## src/rtl/alu_cmd_master_if.sv

```systemverilog
// Request, uart_tx and uart_rx signals of alu_cmd_master bundled as one interface.
// The master modport is the block's view; slave is the peer/bench view.
interface alu_cmd_master_if #(
  parameter int unsigned NB_DATA = 8,
  parameter int unsigned NB_OP   = 6
);
  logic               i_req_valid;
  logic               o_req_ready;
  logic [NB_DATA-1:0] i_datoA;
  logic [NB_DATA-1:0] i_datoB;
  logic [NB_OP-1:0]   i_operation;
  logic               o_tx_start;
  logic [NB_DATA-1:0] o_tx_data;
  logic               i_tx_done;
  logic [NB_DATA-1:0] i_rx_data;
  logic               i_rx_done;
  logic [NB_DATA-1:0] o_result;
  logic               o_result_valid;
  logic               o_busy;
  logic               o_timeout;

  modport master (
    input  i_req_valid, i_datoA, i_datoB, i_operation, i_tx_done, i_rx_data, i_rx_done,
    output o_req_ready, o_tx_start, o_tx_data, o_result, o_result_valid, o_busy, o_timeout
  );

  modport slave (
    output i_req_valid, i_datoA, i_datoB, i_operation, i_tx_done, i_rx_data, i_rx_done,
    input  o_req_ready, o_tx_start, o_tx_data, o_result, o_result_valid, o_busy, o_timeout
  );
endinterface

```

## src/rtl/alu_cmd_master.sv

```systemverilog
// Host-side UART ALU initiator: sends A, B, opcode bytes, then waits for the result byte.
// Optional response timeout enabled by defining ALU_CMD_TIMEOUT_EN.
module alu_cmd_master #(
  parameter int unsigned NB_DATA        = 8,
  parameter int unsigned NB_OP          = 6,
  parameter int unsigned TIMEOUT_CYCLES = 2_000_000
) (
  input logic              clk,
  input logic              i_rst_n,
  alu_cmd_master_if.master bus
);

  if (NB_OP > NB_DATA || TIMEOUT_CYCLES < 2) begin : g_bad_cfg
    $error("alu_cmd_master: need NB_OP <= NB_DATA and TIMEOUT_CYCLES >= 2");
  end

  typedef enum logic [2:0] {
    StIdle,
    StSendA,
    StWaitA,
    StSendB,
    StWaitB,
    StSendOp,
    StWaitOp,
    StWaitRes
  } state_e;

  state_e             state_q, state_d;
  logic [NB_DATA-1:0] a_q, a_d;
  logic [NB_DATA-1:0] b_q, b_d;
  logic [NB_OP-1:0]   op_q, op_d;
  logic [NB_DATA-1:0] result_q, result_d;
  logic               valid_q, valid_d;
  logic               timeout_pulse;
  logic               req_ready;
  logic [NB_DATA-1:0] op_byte;

  assign op_byte = NB_DATA'(op_q);

`ifdef ALU_CMD_TIMEOUT_EN
  localparam int unsigned      CntW    = $clog2(TIMEOUT_CYCLES + 1);
  localparam logic [CntW-1:0]  CntLast = CntW'(TIMEOUT_CYCLES - 1);

  logic [CntW-1:0] cnt_q, cnt_d;
  logic            timeout_q, timeout_d;

  assign timeout_pulse = timeout_q;
`else
  assign timeout_pulse = 1'b0;
`endif

  // Ready stays low during the result/timeout pulse cycle to force one idle gap.
  assign req_ready = (state_q == StIdle) && !valid_q && !timeout_pulse;

  always_ff @(posedge clk or negedge i_rst_n) begin
    if (!i_rst_n) begin
      state_q  <= StIdle;
      a_q      <= '0;
      b_q      <= '0;
      op_q     <= '0;
      result_q <= '0;
      valid_q  <= 1'b0;
    end else begin
      state_q  <= state_d;
      a_q      <= a_d;
      b_q      <= b_d;
      op_q     <= op_d;
      result_q <= result_d;
      valid_q  <= valid_d;
    end
  end

`ifdef ALU_CMD_TIMEOUT_EN
  always_ff @(posedge clk or negedge i_rst_n) begin
    if (!i_rst_n) begin
      cnt_q     <= '0;
      timeout_q <= 1'b0;
    end else begin
      cnt_q     <= cnt_d;
      timeout_q <= timeout_d;
    end
  end
`endif

  always_comb begin
    state_d  = state_q;
    a_d      = a_q;
    b_d      = b_q;
    op_d     = op_q;
    result_d = result_q;
    valid_d  = 1'b0;
`ifdef ALU_CMD_TIMEOUT_EN
    timeout_d = 1'b0;
    // Held at zero outside WAIT_RES, so it starts from zero on every entry.
    cnt_d     = (state_q == StWaitRes) ? cnt_q + CntW'(1) : '0;
`endif

    unique case (state_q)
      StIdle: begin
        if (bus.i_req_valid && req_ready) begin
          a_d     = bus.i_datoA;
          b_d     = bus.i_datoB;
          op_d    = bus.i_operation;
          state_d = StSendA;
        end
      end
      StSendA:  state_d = StWaitA;
      StWaitA:  if (bus.i_tx_done) state_d = StSendB;
      StSendB:  state_d = StWaitB;
      StWaitB:  if (bus.i_tx_done) state_d = StSendOp;
      StSendOp: state_d = StWaitOp;
      StWaitOp: if (bus.i_tx_done) state_d = StWaitRes;
      StWaitRes: begin
        // A result byte on the terminal-count cycle takes priority over the timeout.
        if (bus.i_rx_done) begin
          result_d = bus.i_rx_data;
          valid_d  = 1'b1;
          state_d  = StIdle;
        end
`ifdef ALU_CMD_TIMEOUT_EN
        else if (cnt_q == CntLast) begin
          timeout_d = 1'b1;
          state_d   = StIdle;
        end
`endif
      end
      default: state_d = StIdle;
    endcase
  end

  always_comb begin
    bus.o_tx_data = '0;
    unique case (state_q)
      StSendA, StWaitA:   bus.o_tx_data = a_q;
      StSendB, StWaitB:   bus.o_tx_data = b_q;
      StSendOp, StWaitOp: bus.o_tx_data = op_byte;
      default:            bus.o_tx_data = '0;
    endcase
  end

  assign bus.o_tx_start     = (state_q == StSendA) || (state_q == StSendB) ||
                              (state_q == StSendOp);
  assign bus.o_req_ready    = req_ready;
  assign bus.o_busy         = (state_q != StIdle);
  assign bus.o_result       = result_q;
  assign bus.o_result_valid = valid_q;
  assign bus.o_timeout      = timeout_pulse;

endmodule

```

## src/flat_wrapper.sv

```systemverilog
// flat-port wrapper written by rule: the top's interface ports become plain ports
module alu_cmd_master_flat 
#(
  parameter int unsigned NB_DATA        = 8,
  parameter int unsigned NB_OP          = 6,
  parameter int unsigned TIMEOUT_CYCLES = 2_000_000
)
  (clk, i_rst_n, bus_i_req_valid, bus_i_datoA, bus_i_datoB, bus_i_operation, bus_i_tx_done, bus_i_rx_data, bus_i_rx_done, bus_o_req_ready, bus_o_tx_start, bus_o_tx_data, bus_o_result, bus_o_result_valid, bus_o_busy, bus_o_timeout);
  alu_cmd_master_if #(.NB_DATA(NB_DATA), .NB_OP(NB_OP)) bus_i ();
  input logic clk;
  input logic i_rst_n;
  input wire logic [$bits(bus_i.i_req_valid)-1:0] bus_i_req_valid;
  input wire logic [$bits(bus_i.i_datoA)-1:0] bus_i_datoA;
  input wire logic [$bits(bus_i.i_datoB)-1:0] bus_i_datoB;
  input wire logic [$bits(bus_i.i_operation)-1:0] bus_i_operation;
  input wire logic [$bits(bus_i.i_tx_done)-1:0] bus_i_tx_done;
  input wire logic [$bits(bus_i.i_rx_data)-1:0] bus_i_rx_data;
  input wire logic [$bits(bus_i.i_rx_done)-1:0] bus_i_rx_done;
  output wire logic [$bits(bus_i.o_req_ready)-1:0] bus_o_req_ready;
  output wire logic [$bits(bus_i.o_tx_start)-1:0] bus_o_tx_start;
  output wire logic [$bits(bus_i.o_tx_data)-1:0] bus_o_tx_data;
  output wire logic [$bits(bus_i.o_result)-1:0] bus_o_result;
  output wire logic [$bits(bus_i.o_result_valid)-1:0] bus_o_result_valid;
  output wire logic [$bits(bus_i.o_busy)-1:0] bus_o_busy;
  output wire logic [$bits(bus_i.o_timeout)-1:0] bus_o_timeout;
  assign bus_i.i_req_valid = bus_i_req_valid;
  assign bus_i.i_datoA = bus_i_datoA;
  assign bus_i.i_datoB = bus_i_datoB;
  assign bus_i.i_operation = bus_i_operation;
  assign bus_i.i_tx_done = bus_i_tx_done;
  assign bus_i.i_rx_data = bus_i_rx_data;
  assign bus_i.i_rx_done = bus_i_rx_done;
  assign bus_o_req_ready = bus_i.o_req_ready;
  assign bus_o_tx_start = bus_i.o_tx_start;
  assign bus_o_tx_data = bus_i.o_tx_data;
  assign bus_o_result = bus_i.o_result;
  assign bus_o_result_valid = bus_i.o_result_valid;
  assign bus_o_busy = bus_i.o_busy;
  assign bus_o_timeout = bus_i.o_timeout;
  alu_cmd_master #(.NB_DATA(NB_DATA), .NB_OP(NB_OP), .TIMEOUT_CYCLES(TIMEOUT_CYCLES)) u_core (.clk(clk), .i_rst_n(i_rst_n), .bus(bus_i));
endmodule
```

## config.mk

```make
export PLATFORM = sky130hd
export DESIGN_NAME = alu_cmd_master_flat
export DESIGN_NICKNAME = d
export VERILOG_FILES = /design/src/rtl/alu_cmd_master_if.sv /design/src/rtl/alu_cmd_master.sv /design/src/flat_wrapper.sv
export SDC_FILE = /design/constraint.sdc
export NUM_CORES = 1
export LEC_CHECK = 0
export CORE_ASPECT_RATIO = 1.25
export CORE_MARGIN = 3
export CORE_UTILIZATION = 45
export CTS_CLUSTER_SIZE = 40
export DETAILED_ROUTE_END_ITERATION = 12
export PLACE_DENSITY_LB_ADDON = 0.08
export SYNTH_ARGS = -nofsm -noshare
export SYNTH_HDL_FRONTEND = slang
export SYNTH_SLANG_ARGS = --single-unit
export TNS_END_PERCENT = 100
```

## constraint.sdc

```tcl
create_clock -name clk -period 1.8 [get_ports clk]
set_input_delay 0.36 -clock clk [delete_from_list [all_inputs] [get_ports clk]]
set_output_delay 0.36 -clock clk [all_outputs]
set_load 0.1 [all_outputs]
```

==> impl_metrics.json <==
{
  "synth_compound_area_share_pct": 6.03,
  "core.rowCount": 23,
  "synth_top_family_by_area": "multiplexers",
  "cp-start-kind": "flop",
  "insertion_delay_ns": 0.28,
  "ff2ff_setup_slack_ns": 0.10,
  "ys_ff_latch": 34,
  "wl_per_cell_um": 16.7,
  "grt_pass1_vias": 1380,
  "post_synth_num_cell_types": 28,
  "final_hold_viol_count": 0,
  "synth_xor_area_share_pct": 0.534,
  "grt_usage_pct": 19.6,
  "syn_inst": 132,
  "worst_pin_slew_ns": 0.746,
  "whs_ns": 0.137,
  "io_pins": 56,
  "syn2layout_area_growth_pct": 71.1,
  "die_w_um": 60.0,
  "drc": 0,
  "seq_area_frac_synth_pct": 51.9,
  "clock_skew_ns": 0.00536,
  "htreeDepth": 2,
  "initial_core_util_pct": 49.1,
  "max-cap-violations": 0,
  "vias": 1274,
  "antenna_found_initial": 0,
  "final-setup-viol-count": 10,
  "numPortBuffers": 54,
  "violations": "negative setup slack",
  "slew_headroom_pct": 50.3,
  "yosysTopAreaCellShare_pct": 51.9,
  "setup_tns_ns": -1.42,
  "cts_hold_buf": 0,
  "grt_pass1_wl_um": 6460,
  "final_common_cell": "clkdlybuf4s50_1",
  "r2r_cells": 5,
  "cts_tree": "done",
  "mostFrequentLayoutCells": "clkdlybuf4s50_1 (33), dfrtp_1 (30), nand2_1 (26)",
  "synth_area_sq_um": 1640,
  "fin_util_pct": 84.0,
  "crit_path_end_kind": "primary output",
  "regToRegEndpoint": "u_core.b_q[0]",
  "finalNetCount": 239,
  "final-instance-count-excl-fill": 240,
  "wirelength_um": 4000,
  "multi_input_area_sq_um": 901,
  "dp_hpwl_um": 2880,
  "first_iter_violations": 53,
  "critPathRequiredTime_ns": 1.44,
  "cts_buffers": 5,
  "synth_mux_area_share_pct": 25.7,
  "netlist_top_cells_area": "dfrtp_1 (52%), mux2_4 (17%), nand2_1 (6.2%)",
  "path_max_fanout": 5,
  "clk_pin_slew_worst_paths_ns": 0.07,
  "maxSlewViolCount": 0,
  "core_sq_um": 3340,
  "cts-root-buf": "clkbuf_8",
  "seqCellArea_sq_um": 858,
  "period_minus_slack_ns": 1.98,
  "synth_warnings": 0,
  "firstDrtPassIters": 4,
  "avgViaCountPerCell": 5.31,
  "outcome": "finished, violations left",
  "cts.sinks": 34,
  "die_area_sq_um": 4410,
  "setup_slack_ns": -0.185,
  "fmax_ghz": 0.504,
  "dpl.cell_count": 228,
  "yosys.area.top_type": "dfrtp_1",
  "syn_avg_cell_area_sq_um": 12.4,
  "die-height_um": 73.5,
  "grt_max_degree": 35,
  "final_antenna_net_count": 0,
  "fill_cells": 178,
  "synth_adder_area_share_pct": 0,
  "grt_overflow": 0,
  "yosys.area_share.simple_pct": 11.2,
  "critPathKind": "flop to primary output",
  "clockBufferDepth": 2,
  "rsz0062_at_grt": "true",
  "place.gp.congestion": 0.830,
  "drive_gt1_share_pct": 44.8,
  "crit_arrival_ns": 1.62,
  "timing.rr.start": "u_core.state_q[1]",
  "fin_crit_sh_pct": 110,
  "synth_nets": 167,
  "antenna_cells": 0,
  "hold_path.class": "input port to asynchronous set/reset pin"
}
[repair_timing]
| action | in CTS | in global routing |
|---|---|---|
| buffers inserted | 3 | 3 |
| pin swaps | 1 | 5 |
| gates cloned | 0 | 0 |
| endpoints found under the hold margin | 0 | 0 |
| setup endpoints to repair | 11 | 10 |
| gates resized for setup | 7 | 15 |
[worst max-delay path, stage by stage, from the launching register on]
cell,delay (ns)
dfrtp_2,0.44
buf_4,0.15
mux2i_1,0.11
mux2_4,0.28
o21ai_4,0.17
buf_12,0.19
[metrics by stage]
step	worst slack, ns	area [sq um]
2_1_floorplan	-0.857	1750
3_3_place_gp	0.116	2570
3_5_place_dp	0.0377	2570
4_1_cts	-0.200	2700
5_1_grt	-0.219	2800
6_report	-0.185	2800
[logic make-up after synthesis]
family,count (synthesis)
AND/OR/NAND/NOR,39
flip-flops,34
multiplexers,32
AO/OA/AOI/OAI,14
buffers and inverters,11
XOR/XNOR,1
other,1
[sequential cells by signal, summed over array words and instances (netlist names)]
| register | count |
|---|---|
| u_core.a_q | 8 |
| u_core.bus.o_result | 8 |
| u_core.op_q | 6 |
| u_core.bus.o_result_valid | 1 |
| u_core.state_q | 3 |
| u_core.b_q | 8 |
[synthesized netlist by cell type (all sizes together)]
cell and n:
dfrtp 34, nand2 28, mux2 24, buf 8, mux2i 8, o2bb2ai 6, nor2 3, o21ai 3
a21oi 2, inv 2, nand3 2, a21boi 1, and3b 1, clkinv 1, conb 1, nand2b 1
nand4 1, nor2b 1, nor4 1, o211ai 1, o22ai 1, or3 1, xnor2 1
[area by class of cell]
type,instances,share of cell area [%]
inverters,3,0.402
clock buffers,6,2.95
flip-flops and latches,34,30.6
multi-input cells,87,32.1
repair buffers,73,32.3
well taps,37,1.65
[routing by layer]
metal | part of all wire (%) | vias to the layer above | global-route usage (%)
met5 | 0 | - | 0
met4 | 1.0 | 0 | 6.16
met3 | 6.8 | 5 | 6.68
met2 | 52 | 42 | 32.1
met1 | 40 | 637 | 24.1
li1 | - | 590 | -
[how the worst max path moves through the flow]
stage | to | depth (start not counted) | start | slack (ns)
floorplan | u_core.a_q[0] | 4 | u_core.bus.o_result_valid | -0.86
global placement | bus_o_tx_data[7] | 5 | u_core.state_q[0] | 0.12
detailed placement | bus_o_tx_data[7] | 5 | u_core.state_q[0] | 0.04
CTS | bus_o_tx_data[7] | 5 | u_core.state_q[0] | -0.20
global route | bus_o_tx_data[6] | 5 | u_core.state_q[0] | -0.22
finish | bus_o_tx_data[6] | 5 | u_core.state_q[0] | -0.18
Power is not shown: default switching activity piles up to over one toggle a cycle in this logic, so the estimate is an artifact.
